`src/rtl/tlp_xcvr_pkg.sv`:
```
// Shared TLP transceiver types: action word layout, completion header
// constants and the completion header builder.
package tlp_xcvr_pkg;

   typedef enum logic [1:0] {
      ACT_NOP   = 2'd0,
      ACT_READ  = 2'd1,
      ACT_WRITE = 2'd2
   } ActType;

   localparam int EXT_CHAN_W = 7;
   typedef logic [EXT_CHAN_W-1:0] ExtChan;

   typedef struct packed {
      ActType      typ;
      ExtChan      chan;
      logic [15:0] reqID;
      logic [7:0]  tag;
      logic [31:0] data;
   } Action;

   localparam int ACTION_W = $bits(Action);

   localparam logic [2:0]  FMT_3DW_DATA    = 3'b010;
   localparam logic [4:0]  TYP_CPL         = 5'b01010;
   localparam logic [2:0]  CPL_STATUS_SC   = 3'b000;
   localparam logic [31:0] RD_TIMEOUT_DATA = 32'hDEADBEEF;

   typedef struct packed {
      logic [31:0] dw0;
      logic [31:0] dw1;
      logic [31:0] dw2;
   } CplHdr;

   // 3DW completion-with-data header for a one-DW register read.
   // Lower address is the DW-aligned byte address of the channel.
   function automatic CplHdr genCplHeader(
      input logic [12:0] busDev,
      input logic [15:0] reqID,
      input logic [7:0]  tag,
      input ExtChan      chan
   );
      CplHdr  h;
      ExtChan lowerAddr;
      lowerAddr = chan << 2;
      h.dw0 = {FMT_3DW_DATA, TYP_CPL, 24'h000001};
      h.dw1 = {busDev, 3'b000, CPL_STATUS_SC, 1'b0, 12'd4};
      h.dw2 = {reqID, tag, 1'b0, lowerAddr};
      return h;
   endfunction

endpackage

```
`src/rtl/tlp_action_exec.sv`:
```
// Executes actions popped from the TLP receiver action FIFO: register
// writes become a one-cycle strobe, register reads return a completion TLP.
//
// Ports:
//   pcieClk_in, pcieRst_in      clock, synchronous active-high reset
//   cfgBusDev_in                bus/device used for the completer ID
//   actData_in/Valid/actReady   action FIFO pop interface
//   regWr*                      register write strobe, channel, data
//   regRd*                      register read request/ack, channel, data
//   tx*                         64-bit Avalon-ST TX towards the hard IP
module tlp_action_exec
   import tlp_xcvr_pkg::*;
#(
   parameter int RD_TIMEOUT = 255
) (
   input  logic                pcieClk_in,
   input  logic                pcieRst_in,
   input  logic [12:0]         cfgBusDev_in,
   input  logic [ACTION_W-1:0] actData_in,
   input  logic                actValid_in,
   output logic                actReady_out,
   output logic [6:0]          regWrChan_out,
   output logic [31:0]         regWrData_out,
   output logic                regWrValid_out,
   output logic [6:0]          regRdChan_out,
   output logic                regRdReq_out,
   input  logic [31:0]         regRdData_in,
   input  logic                regRdAck_in,
   output logic [63:0]         txData_out,
   output logic                txValid_out,
   input  logic                txReady_in,
   output logic                txSOP_out,
   output logic                txEOP_out
);

   typedef enum logic [2:0] {
      S_IDLE,
      S_RD_WAIT,
      S_CPL0,
      S_CPL1,
      S_CPL2
   } State;

   localparam logic [15:0] RD_TO = RD_TIMEOUT[15:0];

   State        state;
   logic [15:0] rdCnt;
   logic [15:0] rdCntNext;
   logic [15:0] rdReqID;
   logic [7:0]  rdTag;
   logic [31:0] rdData;
   Action       act;
   CplHdr       hdr;
   logic        pop;
   logic        rdTimeout;
   logic        twoBeat;

   assign actReady_out = (state == S_IDLE) && !pcieRst_in;
   assign pop          = actReady_out && actValid_in;
   assign act          = actData_in;
   assign rdCntNext    = rdCnt + 16'd1;
   assign rdTimeout    = (rdCntNext == RD_TO);

   always_comb begin
      hdr = genCplHeader(cfgBusDev_in, rdReqID, rdTag, regRdChan_out);
   end

   // An odd DW lower address puts the data DW in the same beat as DW2.
   assign twoBeat = hdr.dw2[2];

   always_ff @(posedge pcieClk_in) begin
      if (pcieRst_in) begin
         state          <= S_IDLE;
         rdCnt          <= 16'd0;
         rdReqID        <= 16'd0;
         rdTag          <= 8'd0;
         rdData         <= 32'd0;
         regWrChan_out  <= 7'd0;
         regWrData_out  <= 32'd0;
         regWrValid_out <= 1'b0;
         regRdChan_out  <= 7'd0;
         regRdReq_out   <= 1'b0;
         txData_out     <= 64'd0;
         txValid_out    <= 1'b0;
         txSOP_out      <= 1'b0;
         txEOP_out      <= 1'b0;
      end else begin
         regWrValid_out <= 1'b0;
         case (state)
            S_IDLE: begin
               if (pop) begin
                  unique case (1'b1)
                     (act.typ == ACT_WRITE): begin
                        regWrValid_out <= 1'b1;
                        regWrChan_out  <= act.chan;
                        regWrData_out  <= act.data;
                     end
                     (act.typ == ACT_READ): begin
                        regRdChan_out <= act.chan;
                        rdReqID       <= act.reqID;
                        rdTag         <= act.tag;
                        regRdReq_out  <= 1'b1;
                        rdCnt         <= 16'd0;
                        state         <= S_RD_WAIT;
                     end
                     default: ;
                  endcase
               end
            end
            S_RD_WAIT: begin
               // Ack has priority over a timeout in the same cycle.
               if (regRdAck_in || rdTimeout) begin
                  rdData       <= regRdAck_in ? regRdData_in
                                              : RD_TIMEOUT_DATA;
                  regRdReq_out <= 1'b0;
                  rdCnt        <= 16'd0;
                  txData_out   <= {hdr.dw1, hdr.dw0};
                  txValid_out  <= 1'b1;
                  txSOP_out    <= 1'b1;
                  txEOP_out    <= 1'b0;
                  state        <= S_CPL0;
               end else begin
                  rdCnt <= rdCntNext;
               end
            end
            S_CPL0: begin
               if (txReady_in) begin
                  txSOP_out  <= 1'b0;
                  txData_out <= {twoBeat ? rdData : 32'h0, hdr.dw2};
                  txEOP_out  <= twoBeat;
                  state      <= S_CPL1;
               end
            end
            S_CPL1: begin
               if (txReady_in) begin
                  if (twoBeat) begin
                     txValid_out <= 1'b0;
                     txEOP_out   <= 1'b0;
                     txData_out  <= 64'd0;
                     state       <= S_IDLE;
                  end else begin
                     txData_out <= {32'h0, rdData};
                     txEOP_out  <= 1'b1;
                     state      <= S_CPL2;
                  end
               end
            end
            S_CPL2: begin
               if (txReady_in) begin
                  txValid_out <= 1'b0;
                  txEOP_out   <= 1'b0;
                  txData_out  <= 64'd0;
                  state       <= S_IDLE;
               end
            end
            default: state <= S_IDLE;
         endcase
      end
   end

endmodule

```
`config.mk`:
```
export PLATFORM = sky130hd
export DESIGN_NAME = tlp_action_exec
export DESIGN_NICKNAME = d
export VERILOG_FILES = /design/src/rtl/tlp_xcvr_pkg.sv /design/src/rtl/tlp_action_exec.sv
export SDC_FILE = /design/constraint.sdc
export NUM_CORES = 1
export LEC_CHECK = 0
export CORE_MARGIN = 2
export CORE_UTILIZATION = 44
export DETAILED_ROUTE_END_ITERATION = 12
export PLACE_DENSITY = 0.83
export SLEW_MARGIN = 20
export SYNTH_ARGS = -nofsm -noshare
export SYNTH_HDL_FRONTEND = slang
export SYNTH_SLANG_ARGS = --single-unit
```
`constraint.sdc`:
```
create_clock -name pcieClk_in -period 9.5 [get_ports pcieClk_in]
set_input_delay 1.9 -clock pcieClk_in [delete_from_list [all_inputs] [get_ports pcieClk_in]]
set_output_delay 1.9 -clock pcieClk_in [all_outputs]
set_load 0.05 [all_outputs]
```
# == Word-level counts from Yosys, hierarchy flattened ==
# Index checks and enable logic that the tools add are counted.
# op_classes
n_addsub,1
eq_ne,14
n_mux,35
bitwise,2
reduce_logical,19
# op_table
operator,count
64-bit two-way mux,4
64-bit case mux with 4 select lines,1
32-bit two-way mux,3
16-bit two-way mux,3
16-bit case mux with 2 select lines,1
3-bit two-way mux,7
"16-bit by 1-bit adder with 16-bit output, second input constant",1
"16-bit by 8-bit == test with 1-bit output, second input constant",1
3-bit case mux with 5 select lines,1
"2-bit inequality test, second input constant",6
3-bit AND reduction,4
1-bit two-way mux,11
5-bit AND reduction,2
"3-bit by 2-bit == test with 1-bit output, second input constant",2
6-bit AND reduction,1
1-bit case mux with 2 select lines,2
1-bit case mux with 4 select lines,1
4-bit AND reduction,1
2-bit nonzero test,2
4-bit nonzero test,1
"3-bit by 1-bit == test with 1-bit output, second input constant",1
"3-bit == test, second input constant",1
3-bit zero test,1
1-bit case mux with 3 select lines,1
10 further kinds,12
# word_totals
reg_bits,190
word_cells,85

# == Logic depth before layout (Yosys ltp) ==
# Gate-level depths: netlist of the first run.
# logic_depth
word_depth,5
depth_mapped,11
ltp_nobuf,8

# == Least setup slack after synthesis of the first run ==
# No wires, ideal clock.
# synth_path
kind,input to output
start,input port pcieRst_in
end,output port actReady_out
arrival_time_ns,3.548
required_time_ns,7.600
path_slack_ns,4.052
path_stages,1
n_path_buf,0
cell_sequence,nor4_1
# synth_via
elab_chain_cells,2
# synth_rtl
element,line_no,rtl
"start, declared",tlp_action_exec.sv:17,"input logic pcieRst_in,"
1-bit zero test,tlp_action_exec.sv:58,assign actReady_out = (state == S_IDLE) && !pcieRst_in;
1-bit logical AND,tlp_action_exec.sv:58,
"end, declared",tlp_action_exec.sv:21,"output logic actReady_out,"
# No other way between the ends.

# == Worst setup path after layout of the first run ==
# Same ends and word-level chain as after synthesis.

==> results of run 1 <==
==> critical path, cell delays in order <==
cell and delay, ns:
buf_6 0.29, nor4_1 0.54, clkdlybuf4s50_1 0.95
==> how the worst max path moves through the flow <==
stage          cells past startpoint           end
2_1_floorplan                      1  actReady_out
3_3_place_gp                       3  actReady_out
3_5_place_dp                       3  actReady_out
4_1_cts                            3  actReady_out
5_1_grt                            3  actReady_out
6_report                           3  actReady_out
==> cells by family (layout without fill, tap and decap cells) <==
kind of cell | Yosys count | in the layout | share of synthesized area, %
flip-flops | 190 | 190 | 48.1
multiplexers | 5 | 5 | 0.632
XOR/XNOR | 4 | 4 | 0.443
buffers and inverters | 104 | 294 | 5.86
adder cells (fa/ha/maj) | 2 | 2 | 0.316
AND/OR/NAND/NOR | 319 | 319 | 18.5
AO/OA/AOI/OAI | 322 | 322 | 26.2
==> through the flow <==
step	utilization (%)	cell area, sq um
detailed placement	57.5	10200
floorplan	-	7920
CTS	61.1	10900
finish	61.1	10900
global placement	57.5	10200
global route	61.1	10900
==> cell type report <==
cell class,instances,area [sq um],share of cell area [%]
Clock buffer,20,467,4.30
Multi-Input combinational cell,652,3670,33.8
Tap cell,229,287,2.64
Timing Repair Buffer,241,2390,22.0
Clock inverter,12,166,1.53
Sequential cell,190,3800,35.0
Inverter,21,78.8,0.726
==> sequential cells by signal, summed over array words and instances, names as in the netlist, 3 cells and up <==
name / flops
rdCnt: 16
rdData: 32
rdReqID: 16
rdTag: 8
regRdChan_out: 7
regWrChan_out: 7
regWrData_out: 32
state: 3
txData_out: 64
==> metal layers <==
metal | up-vias | share of wire, % | track usage (%)
li1 | 3701 | - | -
met4 | 0 | 2.2 | 8.11
met3 | 37 | 11 | 8.17
met2 | 381 | 46 | 40.0
met5 | - | 0 | 0
met1 | 3666 | 41 | 32.4
==> cell usage in the layout, fill, tap and decap left out, drive strengths merged, types with 3 or more instances in the layout <==
master         count
a211oi            57
a21oi            132
a221oi             4
a22oi             41
a31oi              8
and2               6
buf               12
clkbuf            20
clkdlybuf4s50    229
dfxtp            190
inv               28
mux2i              5
nand2            170
nand2b             9
nand3             16
nand4              5
nor2              57
nor2b             25
nor3               6
nor4               4
o21a              12
o21ai             35
o31ai              4
o32ai              4
o41ai             15
or3                9
xnor2              3
==> power groups by stage <==
| stage | registers, uW | clock network [uW] | logic (uW) |
|---|---|---|---|
| 2_1_floorplan | 888 | 0 | 60.2 |
| 3_3_place_gp | 844 | 0 | 197 |
| 3_5_place_dp | 844 | 0 | 198 |
| 4_1_cts | 826 | 768 | 199 |
| 5_1_grt | 828 | 803 | 211 |
| 6_report | 826 | 756 | 200 |
==> flow_summary.ini, run 1 <==
[status]
status = finished, final reports clean

[setup_path]
path_class = input port to output pin
r2r-end = txData_out[47]
crit_fanout = 114
r2r_start = rdCnt[0]
required_ns = 7.60
worstPathArrival_ns = 3.72
regToRegSetupSlack_ns = 5.24
rr_worst_depth = 8
end_kind = output pin
cp-start-kind = input port
cp-startpoint = pcieRst_in

[hold_path]
whs_path_depth = 2
holdPathEnd = regWrData_out[7]
hold_path.class = flip-flop to flip-flop
holdCritStartpoint = regWrData_out[7]

[sta]
finalCritPeriodShare_pct = 59.1
period_minus_slack_ns = 5.62
finalClockSkew_ns = 0.0124
finalWorstSetupSlack_ns = 3.88
setup_viol_count_final = 0
max_slew.worst_pin.slew_ns = 1.12
hold_viol_final = 0
rsz0062_at_grt = no
slew_viol_final = 0
tns_ns = 0
fmax_ghz = 0.178
fin_hold_ws_ns = 0.455
max_slew_margin_pct = 24.9

[die]
start_util_pct = 44.5
dieWidth_microns = 138
fp-row-count = 49
die_y_microns = 138
io_pins = 231
die-area_sq_um = 19100
core_area_sq_um = 17800

[detailed_routing]
wl_per_cell_microns = 17.9
drc_errors = 0
vias = 7785
dr.pass1.iters = 5
ant_nets = 0
routed_wl_microns = 24400
via_per_inst = 5.70
drt_iter0_markers = 710

[global_routing]
antenna_found_initial = 0
grt.overflow.total = 0
first_global_vias = 7299
grt_max_degree = 115
grt_use_total_pct = 25.1
grt_pass1_wl_microns = 38800

[clock_tree]
clk_pin_slew_worst_paths_ns = 0.07
cts.sink_count = 190
cts_tree = yes
hold_buffers = 0
clock-root-buffer = clkbuf_16
cts_inserted_buffers = 17
cts-resized-gates = 0
cts_buffer_depth = 2
clock_latency_ns = 0.44
postCtsSetupBuffers = 0
htreeDepth = 4

[cells_and_area]
diodes = 0
layout.nets = 1240
n_fill_cell = 1514
syn2layout_area_growth_pct = 37.2
drive_gt1_share_pct = 5.55
instances_no_fill = 1365

[synth]
synth_area_sq_um = 7920
avgSynthCellArea_sq_um = 8.37
synthCells = 946
synth_seq_area_share_pct = 48.1
synth_flop_cell = dfxtp_1
yosysUniqueCellTypes = 54
post-synth-top-area-cell = dfxtp_1
ys_async_sr_fraction_pct = 0
synth_edf_count = 0
yosysMostFrequentCell = dfxtp_1
synth-warning-count = 0
ys_top_cells_by_area = dfxtp_1 48%, a21oi_1 8.3%, nand2_1 8.0%
synth_nets = 1063
yosys-top-cells-count = 190 x dfxtp_1, 168 x nand2_1, 132 x a21oi_1, 63 x clkbuf_1, 56 x nor2_1
yosys.area.top_type_share_pct = 48.1
synth.ff_latch_count = 190

[pwr]
total_power_uw = 1780
power_frac_comb_pct = 11.2
cellPowerDensity_nw_per_um2 = 164
p_leak_uw = 0.00354
pwr-share-seq_pct = 46.3
p_int_uw = 1320
power.ir.vdd_worst_mv = 0.123
netSwitchingPower_uw = 462
clockPowerShare_pct = 42.5
p_sw_share_pct = 25.9

[placed_design]
place.gp.congestion = 0.890
dpl.cell_count = 1333
hpwl_microns = 16400
pre_cts_ws_ns = 3.83
port_buffers = 230

[flow_run]
cap_violations = 0
Note: power is estimated with default switching activity, not from simulation.
==> run 2, diff against run 1 <==
==> constraint.sdc (replaced) <==
create_clock -name pcieClk_in -period 5.9 [get_ports pcieClk_in]
set_input_delay 1.18 -clock pcieClk_in [delete_from_list [all_inputs] [get_ports pcieClk_in]]
set_output_delay 1.18 -clock pcieClk_in [all_outputs]
set_load 0.05 [all_outputs]
==> run 2 against run 1 <==
  * Worst setup slack worse by 2.1 ns
  * Clock skew down 0.0016 ns
  * Clock power up 49%
  * Global-route usage down 0.079 points
  * Hold slack worse by 0.00084 ns
  * Critical endpoint unchanged
  * Largest cell class unchanged
==> flow_summary.ini, run 2 (same netlist as run 1, synthesis figures left out) <==
[sta]
max_slew.worst_pin.slew_ns = 0.910
rsz0062_at_grt = no
finalCritPeriodShare_pct = 69.1
fmax_ghz = 0.245
tns_ns = 0
finalClockSkew_ns = 0.0108
setup_viol_count_final = 0
period_minus_slack_ns = 4.08
hold_viol_final = 0
max_slew_margin_pct = 39.3
slew_viol_final = 0

[setup_path]
r2r_start = rdCnt[0]
path_class = input port to output pin
cp-start-kind = input port
worstPathArrival_ns = 2.90
cpPeakStageDelay_ns = 0.96
required_ns = 4.72
crit_fanout = 47
path_cells = buf_6 > nor4_1 > clkdlybuf4s50_1
cp-startpoint = pcieRst_in
cp_slowest_cell = clkdlybuf4s50_1
end_kind = output pin

[clock_tree]
cts.sink_count = 190
htreeDepth = 4
cts-resized-gates = 0
clk_pin_slew_worst_paths_ns = 0.07
hold_buffers = 0
cts_tree = yes
clock-root-buffer = clkbuf_16
cts_buffer_depth = 2
cts_inserted_buffers = 17
clock_latency_ns = 0.43
postCtsSetupBuffers = 0

[cells_and_area]
syn2layout_area_growth_pct = 36.9
multiInputGateArea_sq_um = 3680
finalInstanceArea_sq_um = 10800
drive_gt1_share_pct = 5.72
regArea_sq_um = 3800
reg_top3 = txData_out x64, rdData x32, regWrData_out x32
layout.nets = 1243
most-common-layout-cells = 229 x clkdlybuf4s50_1, 190 x dfxtp_1, 167 x nand2_1, 132 x a21oi_1, 54 x nor2_1
n_fill_cell = 1542
layout_commonest_cell = clkdlybuf4s50_1
largest_register_ffs = 64
utilization_pct = 60.9
diodes = 0
regMostFlops = txData_out

[detailed_routing]
via_per_inst = 5.67
vias = 7742
wl_per_cell_microns = 18.0
dr.pass1.iters = 5
drt_iter0_markers = 698
drc_errors = 0
routed_wl_microns = 24600
ant_nets = 0

[die]
fp-row-count = 49
io_pins = 231
dieWidth_microns = 138
core_area_sq_um = 17800
start_util_pct = 44.5
die-area_sq_um = 19100
die_y_microns = 138

[status]
status = finished, final reports clean

[global_routing]
grt_max_degree = 85
antenna_found_initial = 0
grt.overflow.total = 0
grt_use_total_pct = 25.0
first_global_vias = 7239
grt_pass1_wl_microns = 38600

[pwr]
power.ir.vdd_worst_mv = 0.201
cellPowerDensity_nw_per_um2 = 257
p_leak_uw = 0.00352
total_power_uw = 2780

[placed_design]
place.gp.congestion = 0.937
hpwl_microns = 16500
post_dp_cell_area_sq_um = 10200
port_buffers = 230

[hold_path]
holdCritStartpoint = regRdChan_out[5]
hold_path.class = flip-flop to flip-flop

[flow_run]
cap_violations = 0
==> run 2: cell types whose count changed in the layout (fill, tap and decap cells not counted), moves of 2 or more <==
cell,before,now
buf_4,11,13
clkbuf_8,3,1
clkinvlp_4,1,3
inv_6,5,3
==> run 2: power by group <==
part	switching, uW	internal [uW]
Clock	525	603
Combinational	186	137
Sequential	20.0	1310
Total	731	2050
==> run 2: layout make-up <==
type | count | share of cell area [%]
inverters | 21 | 0.727
repair buffers | 244 | 22.3
clock inverters | 11 | 1.17
multi-input cells | 652 | 33.9
clock buffers | 19 | 4.09
well taps | 229 | 2.64
flip-flops and latches | 190 | 35.1
==> run 2: stage by stage <==
step | hold WS (ns) | worst slack [ns] | std cells
5_1_grt | 0.471 | 1.69 | 1366
4_1_cts | 0.456 | 1.77 | 1365
3_3_place_gp | 0.441 | 1.83 | 1335
3_5_place_dp | 0.446 | 1.80 | 1335
2_1_floorplan | 0.436 | 1.68 | 946
6_report | 0.454 | 1.82 | 1366
==> run 2: path summary, 6_finish.rpt <==
check / end / slack [ns] / cells past startpoint
hold / removal: regRdChan_out[5] / 0.45 / 2
setup reg to reg: txData_out[15] / 1.91 / 9
setup / recovery: actReady_out / 1.82 / 3
hold reg to reg: regRdChan_out[5] / 0.45 / 2
==> run 2: metal layers <==
metal / track usage, % / share of wire [%] / up-vias
li1: - / - / 3701
met1: 32.0 / 41 / 3638
met2: 39.8 / 46 / 369
met3: 8.28 / 10 / 34
met4: 8.97 / 2.4 / 0
met5: 0 / 0 / -
==> run 2: critical path: cells and delay by family <==
| family | cells | cell delay (ns) |
|---|---|---|
| simple gates | 1 | 0.55 |
| buf+inv | 2 | 1.15 |
==> run 3, diff against run 2 <==
--- a/config.mk
+++ b/config.mk
@@ -6,9 +6,9 @@
 export NUM_CORES = 1
 export LEC_CHECK = 0
 export CORE_MARGIN = 2
-export CORE_UTILIZATION = 44
+export CORE_UTILIZATION = 43
 export DETAILED_ROUTE_END_ITERATION = 12
-export PLACE_DENSITY = 0.83
+export PLACE_DENSITY = 0.85
 export SLEW_MARGIN = 20
 export SYNTH_ARGS = -nofsm -noshare
 export SYNTH_HDL_FRONTEND = slang
==> constraint.sdc (replaced) <==
create_clock -name pcieClk_in -period 3.58 [get_ports pcieClk_in]
set_input_delay 0.716 -clock pcieClk_in [delete_from_list [all_inputs] [get_ports pcieClk_in]]
set_output_delay 0.716 -clock pcieClk_in [all_outputs]
set_load 0.05 [all_outputs]
==> run 3 against run 2 <==
  * Hold slack barely moved
  * Power rose by 73%
  * Die area rose by 2.3%
  * Critical path depth rose by 6
  * Sequential cell count did not move
  * Utilization rose by 0.44 points
  * Design area rose by 2.1%
  * First-iteration DRC count rose by 6.4%
  * Sequential share of layout area fell by 0.73 points
  * Highest routed layer unchanged
==> flow_summary.ini, run 3 (same netlist as run 1, synthesis figures left out) <==
[setup_path]
crit_fanout = 21
end_kind = flip-flop
cp-start-kind = flip-flop
worstPathArrival_ns = 3.72
required_ns = 3.92
path_class = flip-flop to flip-flop

[clock_tree]
cts_tree = yes
clk_pin_slew_worst_paths_ns = 0.07
cts.sink_count = 190
hold_buffers = 0
clock_latency_ns = 0.44
cts_inserted_buffers = 17
htreeDepth = 4
postCtsSetupBuffers = 0
cts_buffer_depth = 2
clock-root-buffer = clkbuf_16

[cells_and_area]
regMostFlops = txData_out
drive_gt1_share_pct = 6.95
diodes = 0
syn2layout_area_growth_pct = 39.8
most-common-layout-cells = 228 x clkdlybuf4s50_1, 190 x dfxtp_1, 168 x nand2_1, 132 x a21oi_1, 55 x nor2_1
utilization_pct = 61.4
largest_register_ffs = 64
layout.nets = 1255
layout_commonest_cell = clkdlybuf4s50_1
reg_top3 = txData_out x64, rdData x32, regWrData_out x32

[hold_path]
hold_path.class = flip-flop to flip-flop

[pwr]
power.ir.vdd_worst_mv = 0.322
p_int_uw = 3580
power_frac_comb_pct = 11.2
p_sw_share_pct = 25.7
clockPowerShare_pct = 43.3
netSwitchingPower_uw = 1240
p_leak_uw = 0.00365
cellPowerDensity_nw_per_um2 = 436
pwr-share-seq_pct = 45.5

[detailed_routing]
drt_iter0_markers = 743
routed_wl_microns = 24900
wl_per_cell_microns = 18.0
dr.pass1.iters = 5
via_per_inst = 5.64
drc_errors = 0
ant_nets = 0
vias = 7790

[sta]
finalCritPeriodShare_pct = 94.6
finalWorstSetupSlack_ns = 0.193
setup_viol_count_final = 0
max_slew_margin_pct = 27.2
fmax_ghz = 0.295
slew_viol_final = 0
fin_hold_ws_ns = 0.454
rsz0062_at_grt = no
tns_ns = 0
finalClockSkew_ns = 0.0117
period_minus_slack_ns = 3.39
hold_viol_final = 0
max_slew.worst_pin.slew_ns = 1.09

[global_routing]
antenna_found_initial = 0
first_global_vias = 7487
grt_pass1_wl_microns = 39300
grt.overflow.total = 0
grt_max_degree = 99
grt_use_total_pct = 25.0

[placed_design]
pre_cts_ws_ns = 0.186
place.gp.congestion = 0.906
port_buffers = 230
hpwl_microns = 17200

[die]
die-area_sq_um = 19500
die_y_microns = 140
core_area_sq_um = 18000
io_pins = 231
start_util_pct = 43.9
dieWidth_microns = 140
fp-row-count = 49

[status]
status = finished, final reports clean

[flow_run]
cap_violations = 0
## run 3: critical path, cell delays in order (launching register included)
cell and delay, ns:
dfxtp_1 0.45, ha_2 0.29, nand3_4 0.14, or4b_4 0.57
or4_4 0.51, a221oi_4 0.35, a211o_2 0.30, buf_4 0.28
a21oi_1 0.13, a211oi_1 0.26
## run 3: through the flow
| step | cell area, sq um | total power, uW | instances |
|---|---|---|---|
| 2_1_floorplan | 7920 | 2520 | 946 |
| 3_3_place_gp | 10400 | 2770 | 1348 |
| 3_5_place_dp | 10400 | 2780 | 1348 |
| 4_1_cts | 11100 | 4840 | 1380 |
| 5_1_grt | 11100 | 4950 | 1380 |
| 6_report | 11100 | 4820 | 1380 |
## run 3: layer usage
layer / routed length [microns] / vias to the layer above / GRT usage (%)
li1: - / 3731 / -
met1: 10300 / 3628 / 32.3
met2: 11500 / 393 / 39.7
met3: 2550 / 38 / 8.60
met4: 527 / 0 / 7.47
met5: 0 / - / 0
## run 3: final cells by class
| class | instances | area (sq um) |
|---|---|---|
| Sequential cell | 190 | 3800 |
| Timing Repair Buffer | 256 | 2550 |
| Tap cell | 229 | 287 |
| Multi-Input combinational cell | 652 | 3690 |
| Clock buffer | 20 | 467 |
| Fill cell | 1464 | 6960 |
| Inverter | 21 | 78.8 |
| Clock inverter | 12 | 191 |
## run 3: path summary, 6_finish.rpt
check / end / slack (ns) / cells past startpoint / start
worst min-delay path: regWrData_out[10] / 0.45 / 2 / regWrData_out[10]
worst min register to register: regWrData_out[10] / 0.45 / 2 / regWrData_out[10]
worst max-delay path: txData_out[5] / 0.19 / 9 / rdCnt[1]
worst max register to register: txData_out[5] / 0.19 / 9 / rdCnt[1]
## run 3: what timing repair did
| item | 4_1_cts | 5_1_grt |
|---|---|---|
| gates resized for setup | 0 | 2 |
| endpoints found under the setup margin | 0 | 16 |
| hold endpoints to repair | 0 | 0 |
## run 3: power by group through the flow
stage               Combinational, uW  Sequential [uW]  Clock, uW
finish                            539             2190       2090
global route                      570             2200       2190
CTS                               538             2190       2110
detailed placement                535             2240          0
global placement                  529             2240          0
floorplan                         160             2360          0
